===== src/rtl/reg_cfg_arbiter.sv =====
// Register-bus arbiter: after reset or Cfg_start, programs the MAC station address
// into the TX (and, with REG_CFG_RX_FILTER_EN defined, RX) PROM via a write table.
module reg_cfg_arbiter (
    input  logic        Clk_reg,
    input  logic        Reset_n,
    input  logic        H_CSB,
    input  logic        H_WRB,
    input  logic [7:0]  H_CA,
    input  logic [15:0] H_CD_in,
    output logic [15:0] H_CD_out,
    output logic        H_wait,
    output logic        CSB,
    output logic        WRB,
    output logic [7:0]  CA,
    output logic [15:0] CD_in,
    input  logic [15:0] CD_out,
    input  logic [47:0] Mac_addr,
    input  logic        Cfg_start,
    output logic        Cfg_busy,
    output logic        Cfg_done
);

    typedef enum logic [1:0] {IDLE, ARM, WR, GAP} state_t;

`ifdef REG_CFG_RX_FILTER_EN
    localparam logic [5:0] LAST_STEP = 6'd49;
`else
    localparam logic [5:0] LAST_STEP = 6'd24;
`endif

    state_t      state_q, state_d;
    logic [5:0]  step_q, step_d;
    logic        done_q, done_d;

    logic        rx_grp;
    logic [4:0]  idx;
    logic [5:0]  rx_off;
    logic [2:0]  byte_i;
    logic [1:0]  phase;
    logic [7:0]  mac_byte;
    logic [6:0]  word;
    logic [15:0] wdata;

    // Steps 0..23 are four writes per MAC byte to the TX PROM; steps 24..47 repeat
    // the same pattern on the RX PROM words when the filter is built in.
    always_comb begin
        rx_grp = 1'b0;
        rx_off = step_q - 6'd24;
        idx    = step_q[4:0];
`ifdef REG_CFG_RX_FILTER_EN
        if (step_q >= 6'd24 && step_q < 6'd48) begin
            rx_grp = 1'b1;
            idx    = rx_off[4:0];
        end
`endif
        byte_i = idx[4:2];
        phase  = idx[1:0];
        case (byte_i)
            3'd0:    mac_byte = Mac_addr[47:40];
            3'd1:    mac_byte = Mac_addr[39:32];
            3'd2:    mac_byte = Mac_addr[31:24];
            3'd3:    mac_byte = Mac_addr[23:16];
            3'd4:    mac_byte = Mac_addr[15:8];
            3'd5:    mac_byte = Mac_addr[7:0];
            default: mac_byte = '0;
        endcase

        word  = '0;
        wdata = '0;
        if (step_q == LAST_STEP) begin
            word  = 7'd7;
            wdata = 16'd1;
        end
`ifdef REG_CFG_RX_FILTER_EN
        else if (step_q == 6'd48) begin
            word  = 7'd14;
            wdata = 16'd1;
        end
`endif
        else begin
            case (phase)
                2'd0: begin
                    word  = rx_grp ? 7'd15 : 7'd8;
                    wdata = {8'h00, mac_byte};
                end
                2'd1: begin
                    word  = rx_grp ? 7'd16 : 7'd9;
                    wdata = {13'd0, byte_i};
                end
                2'd2: begin
                    word  = rx_grp ? 7'd17 : 7'd10;
                    wdata = 16'd1;
                end
                default: begin
                    word  = rx_grp ? 7'd17 : 7'd10;
                    wdata = 16'd0;
                end
            endcase
        end
    end

    always_comb begin
        state_d = state_q;
        step_d  = step_q;
        done_d  = done_q;
        CSB     = 1'b1;
        WRB     = 1'b1;
        CA      = '0;
        CD_in   = '0;
        case (state_q)
            IDLE: begin
                CSB   = H_CSB;
                WRB   = H_WRB;
                CA    = H_CA;
                CD_in = H_CD_in;
                if (Cfg_start) begin
                    state_d = ARM;
                    step_d  = '0;
                    done_d  = 1'b0;
                end
            end
            // Wait for the host to drop chip select so its access (and the
            // registered read data one cycle later) is not cut off.
            ARM: begin
                if (H_CSB) begin
                    state_d = WR;
                    step_d  = '0;
                end
            end
            WR: begin
                CSB     = 1'b0;
                WRB     = 1'b0;
                CA      = {word, 1'b0};
                CD_in   = wdata;
                state_d = GAP;
            end
            GAP: begin
                if (step_q == LAST_STEP) begin
                    state_d = IDLE;
                    done_d  = 1'b1;
                end else begin
                    step_d  = step_q + 6'd1;
                    state_d = WR;
                end
            end
            default: state_d = ARM;
        endcase
    end

    always_ff @(posedge Clk_reg or negedge Reset_n) begin
        if (!Reset_n) begin
            state_q <= ARM;
            step_q  <= '0;
            done_q  <= 1'b0;
        end else begin
            state_q <= state_d;
            step_q  <= step_d;
            done_q  <= done_d;
        end
    end

    assign Cfg_busy = (state_q != IDLE);
    assign Cfg_done = done_q;
    assign H_wait   = Cfg_busy & ~H_CSB;
    assign H_CD_out = CD_out;

endmodule

===== config.mk =====
export PLATFORM = sky130hd
export DESIGN_NAME = reg_cfg_arbiter
export DESIGN_NICKNAME = d
export VERILOG_FILES = /design/src/rtl/reg_cfg_arbiter.sv
export SDC_FILE = /design/constraint.sdc
export NUM_CORES = 1
export LEC_CHECK = 0
export CELL_PAD_IN_SITES_DETAIL_PLACEMENT = 0
export CELL_PAD_IN_SITES_GLOBAL_PLACEMENT = 1
export CORE_UTILIZATION = 19
export DETAILED_ROUTE_END_ITERATION = 10
export GPL_TIMING_DRIVEN = 0
export PLACE_DENSITY = 0.87
export REMOVE_ABC_BUFFERS = 1
export SETUP_SLACK_MARGIN = 0.05
export SYNTH_ARGS = -nofsm -noshare
export SYNTH_HDL_FRONTEND = slang
export SYNTH_SLANG_ARGS = --single-unit
export TNS_END_PERCENT = 100

===== constraint.sdc =====
create_clock -name Clk_reg -period 1.98 [get_ports Clk_reg]
set_input_delay 0.297 -clock Clk_reg [delete_from_list [all_inputs] [get_ports Clk_reg]]
set_output_delay 0.297 -clock Clk_reg [all_outputs]
set_load 0.1 [all_outputs]

# After elaboration in Yosys (flattened, before gate mapping)
# Cells that the tools add are included.
[word_totals] word_cells=50 register_bits=9 in_bits=93
[classes] n_bitwise=2 n_reduce_logical=9 addsub=1 mux=20 eq_ne=15
[op_table] cell="one-hot mux 8 bit (6 select lines)" n=1
[op_table] cell="one-hot mux 16 bit (2 select lines)" n=1
[op_table] cell="one-hot mux 8 bit (3 select lines)" n=1
[op_table] cell="two-way mux 6 bit" n=3
[op_table] cell="one-hot mux 6 bit (3 select lines)" n=1
[op_table] cell="one-hot mux 8 bit (2 select lines)" n=1
[op_table] cell="two-way mux 8 bit" n=1
[op_table] cell="inequality test 2 bit, second input constant" n=4
[op_table] cell="one-hot mux 2 bit (4 select lines)" n=1
[op_table] cell="adder 6 x 1 -> 6 bit, second input constant" n=1
[op_table] cell="== test 2 bit, second input constant" n=3
[op_table] cell="== test 3 x 2 -> 1 bit, second input constant" n=2
[op_table] cell="== test 3 bit, second input constant" n=2
[op_table] cell="== test 6 x 5 -> 1 bit, second input constant" n=1
[op_table] cell="two-way mux 2 bit" n=3
[op_table] cell="one-hot mux 1 bit (2 select lines)" n=3
[op_table] cell="== test 2 x 1 -> 1 bit, second input constant" n=2
[op_table] cell="zero test 2 bit" n=2
[op_table] cell="two-way mux 4 bit" n=1
[op_table] cell="one-hot mux 2 bit (2 select lines)" n=1
[op_table] cell="AND reduction 4 bit" n=1
[op_table] cell="nonzero test 2 bit" n=2
[op_table] cell="== test 3 x 1 -> 1 bit, second input constant" n=1
[op_table] cell="zero test 3 bit" n=1
[op_table] cell="other kinds (6)" n=7

# Logic depth before layout (Yosys ltp)
[depth] ltp_word=5 depth_mapped=6

# Worst setup path before layout
# No wires, ideal clock.
[synth_path] kind="register to output" startpoint="reg step_q[0]" endpoint="out CA[1]" arrival_time_ns=3.541 stages_incl_launch_ff=7 required_time_ns=1.683 path_slack_ns=-1.858 cell_sequence="dfrtp_1 inv_1 ha_1 nand4b_1 nor2_1 nor2_1 a211oi_1"
[synth_between] elab_chain_len=4 elab_cells_between_ends=6
[synth_lines] element="from (decl)" line="32" source="logic [5:0] step_q, step_d;"
[synth_lines] element="from (signal assigned)" line="157" source="step_q <= step_d;"
[synth_lines] element="== test 2 x 1 -> 1 bit or zero test 2 bit (tied branches)" line="81" source="case (phase)"
[synth_lines] element="one-hot mux 2 bit (2 select lines)" line="81"
[synth_lines] element="two-way mux 4 bit *" line="70" source="if (step_q == LAST_STEP) begin"
[synth_lines] element="one-hot mux 8 bit (2 select lines) *" line="110" source="case (state_q)"
[synth_lines] element="to (decl)" line="14" source="output logic [7:0] CA,"
# Mark *: on every way between the ends. The rest lies on a longest branch, timed or not.

# Final worst setup path
[layout_path] startpoint="reg step_q[1]" endpoint="out CD_in[2]"
[layout_between] elab_chain_len=4 elab_cells_between_ends=7
[layout_lines] element="== test 2 bit, or another cell as far along" line="81"
[layout_lines] element="one-hot mux 8 bit (3 select lines)" line="81"
[layout_lines] element="two-way mux 8 bit *" line="70"
[layout_lines] element="one-hot mux 16 bit (2 select lines) *" line="110"
[layout_lines] element="to (decl)" line="15" source="output logic [15:0] CD_in,"
# Marked as above.

==> impl.org <==
** Final layout
- Share of cells above drive strength 1 :: 0.349
- Diodes inserted :: 0
- At the end of the flow, the number of nets in the layout was approximately 370.
- Total of fill cells in the finished design :: a little under 700
- Area growth from synthesis to layout :: 101%
- The finished cells cover 0.00276 mm2.

** GRT
- The first global-routing pass estimated approximately 7800 um of wire.
- GR Overflow Total :: 0
- For this run, the total global-route usage over all layers was measured as 0.135.
- Largest net degree at the start of global routing :: 21
- The number of global-route vias before repair is 1597.
- Number of antenna violations at the first check in global routing :: 0

** Clock tree
- CTS built an H-tree with a depth of 1.
- Clock network latency to the later pin of the worst-skew pair :: roughly 0.23 ns
- TritonCTS built the clock tree.
- CTS clk-pin slew, worst paths :: 0.05 ns
- In this run, CTS created clock tree buffers numbering 3.
- The clock passes through at most 2 buffers.
- For this design, the sink count on the clock tree is 9.
- Clock tree synthesis selected as its root buffer the cell clkbuf_8.

** Placed design
- At the end of routability-driven placement, the weighted congestion stood at a little under 0.8.
- Sum of net half-perimeters after detailed placement :: around 4000 um
- Total cell area at the placement stage :: 0.00236 mm2
- Number of I/O port buffers :: between 100 and 150

** Critical path
- Required time at the endpoint of the critical path :: between 1.5 and 2 ns
- In this run the register-to-register setup slack is about 0.15 ns.
- Type of destination of the critical path :: output pin
- Critical Path Max Stage Delay :: ~0.42 ns
- Kind of start point of the critical path :: flop
- Broken down by cell family, the worst path's largest delay share belongs to simple AND/OR/NAND/NOR gates.
- Of all nets on the critical path, the largest fanout is 5.
- In this run the critical register-to-register path is launched from step_q[1].
- Crit Reg-Reg Endpoint :: step_q[1]
- Data arrives at the worst endpoint at 1.95 ns.
- The slowest stage of the critical path is the dfrtp_1 cell.
- The critical path in this run is classified as reg2out.
- WP buf/inv :: 2
- Counting cells, the worst reg-to-reg path comes to 7.
- Cell-by-cell trace of the critical path :: inv_2 -> ha_4 -> nand4b_1 -> or2_4 -> and3_4 -> a22o_1 -> buf_12

** Status
- Outcome :: finished, violations left
- The checks that failed: setup timing.

** Floorplan
- Standard-cell row count :: 30
- Boundary Pins :: about 140
- Area of the die :: 0.00759 mm2
- The die is between 80 and 90 um wide.
- Die outline height :: between 80 and 90 um
- For this configuration, the core starts out at a cell density of 0.199.
- Placeable Area :: 0.00691 mm2

** Pwr
- Cell leakage power :: between 1 and 1.5 nW
- Of the total power, combinational logic draws 0.820.
- Internal power comes to ~1.8 mW.
- Switching power of the nets :: between 2 and 2.5 mW
- For this design the ratio of total power to cell area is 1530 mW/mm2.
- Relative contribution of sequential cells to total power :: 0.130
- Of the total power, the share spent switching nets is 0.567.
- Largest vdd supply drop :: about 0.00051 V
- The share of total power dissipated in the clock network is 0.050.

** Timing
- Share of the clock period used by the worst path after layout :: 1.14
- Worst clock skew on the final layout :: 0.00443 ns
- Highest clock frequency the design can meet :: ~0.44 GHz
- Total Negative Setup Slacks :: -2.42 ns
- Final worst path period need :: between 2 and 2.5 ns
- The number of endpoints with negative hold slack in the final report was 0.
- After layout, the worst setup slack is -0.269 ns.
- Transition time at the pin with the least slew margin :: between 0.9 and 1 ns
- Final setup fails :: 12
- Number of max-slew violations in the final report :: 0
- Measured against its own limit, the worst slew margin works out to 0.360.
- Setup repair after global routing missed its margin :: true

** Yosys
- Async set-or-reset flop fraction in the synthesized netlist :: 1.00
- Number of flops mapped to enable cells by yosys :: 0
- Count of synthesis-stage warnings from yosys :: 0
- Gate Count Post-Synth :: about 170
- A synthesized cell averages just over 8 um2.
- Yosys reg bits :: 9
- Post-synth design cell area :: about 0.0014 mm2
- In this run, distinct cell masters in the synthesized netlist total 39.
- The most used flip-flop cell after synthesis is dfrtp_1.
- For this run, the register share of the synthesized area comes to 0.165.

** Route
- Met2 wire len :: about 2800 um
- Using the TritonRoute via totals, the vias-per-cell ratio works out to around 4.6.
- DR iter-0 viols :: between 90 and 100
- In the final routed layout, each cell accounts on average for between 15 and 20 um.
- Detailed routing placed a total of around 760 um of wire on met3.
- In the final routing, the length of wire on met1 measures between 2000 and 2500 um.
- DRC Markers :: 0
- First drt pass iteration count :: 4
- Antenna Violating Nets Remaining :: 0
- After detailed routing, no signal wire sits above met4.
- Number of vias after detailed routing :: about 1700
- Post-detailed-routing wire length :: roughly 5600 um

** Job
- The tool flagged a number of max-cap violations equal to 0.

** Min path
- Class of the worst hold path :: in2async
cells by family after synthesis:
group / Yosys count / share of synthesized area
flops: 9 / 0.165
mux: 19 / 0.175
buf+inv: 36 / 0.155
compound gates: 45 / 0.230
xor+xnor: 4 / 0.0255
simple gates: 53 / 0.205
fa+ha+maj: 5 / 0.0455
state kept, by name, summed over array words and instances (netlist names):
signal    count
step_q        6
state_q       2
Cfg_done      1
cells in the final DEF, fill, tap and decap left out, types with 3 or more instances in the layout:
cell type,count
a31oi_1,3
dfrtp_1,3
buf_6,8
mux2_2,9
a22o_1,7
and2_1,13
buf_4,30
nor3b_1,3
nor2_1,13
clkdlybuf4s50_1,76
nor2_4,3
buf_12,8
clkbuf_8,4
dfrtp_2,3
nand4_1,3
a21oi_1,8
mux4_2,3
inv_1,4
o22ai_1,3
nand2_1,5
o21ai_0,3
mux2i_1,6
ha_1,3
a21o_1,3
metrics by stage:
step | hold slack (ns) | total power, mW | std cells | utilization | setup slack, ns
CTS | 0.376 | 4.02 | 364 | 0.383 | -0.258
floorplan | 0.00141 | 2.57 | 141 | - | -1.87
global placement | 0.515 | 3.26 | 342 | 0.341 | -1.46
finish | 0.363 | 4.22 | 368 | 0.400 | -0.269
detailed placement | 0.540 | 3.27 | 342 | 0.341 | -1.45
global route | 0.385 | 4.45 | 368 | 0.400 | -0.340
area by class of cell:
cell class	instances	area [um2]	area share
clock buffers	3	41.3	0.0149
flip-flops and latches	9	241	0.0874
well taps	96	120	0.0435
clock inverters	1	5.00	0.00181
repair buffers	126	1270	0.459
inverters	6	22.5	0.00815
multi-input cells	127	1060	0.385
Yosys cell counts, types with 5 or more instances:
cell	instances	area, um2
and2_1	13	81.3
mux2_2	10	113
clkbuf_1	6	22.5
ha_1	5	62.6
o22ai_1	5	31.3
buf_2	6	30.0
dfrtp_1	8	200
o21ai_0	5	25.0
nor2_1	15	56.3
buf_4	17	128
nand2_1	5	18.8
mux2i_1	6	60.1
a21oi_1	9	45.0
inv_1	6	22.5
a22o_1	7	61.3
worst max-delay path by stage:
stage / from / to / slack (ns) / depth (start not counted)
global placement: step_q[0] / CA[1] / -1.46 / 7
finish: step_q[1] / CD_in[2] / -0.27 / 7
global route: step_q[1] / CA[1] / -0.34 / 7
detailed placement: step_q[0] / CA[1] / -1.45 / 7
floorplan: step_q[0] / CA[1] / -1.87 / 6
CTS: step_q[1] / CD_in[2] / -0.26 / 7
power groups by stage:
stage / Combinational [mW] / Sequential (mW) / Clock [mW]
after global placement: 2.65 / 0.605 / 0
after global routing: 3.64 / 0.577 / 0.228
final: 3.46 / 0.547 / 0.211
after CTS: 3.30 / 0.506 / 0.215
after detailed placement: 2.66 / 0.609 / 0
after floorplan: 2.01 / 0.559 / 0
layer usage:
layer	global-route usage	vias to the layer above
li1	-	805
met1	0.141	796
met2	0.244	101
met3	0.0701	5
met4	0.0268	0
met5	0	-
what timing repair did:
action | CTS | global route
resized for setup | 219 | 20
setup endpoints to repair | 31 | 26
setup buffers | 18 | 3
gates cloned | 0 | 1
hold buffers | 0 | 0
endpoints found under the hold margin | 0 | 0
pin swaps | 16 | 13
Note: power is estimated with default switching activity, not from simulation.
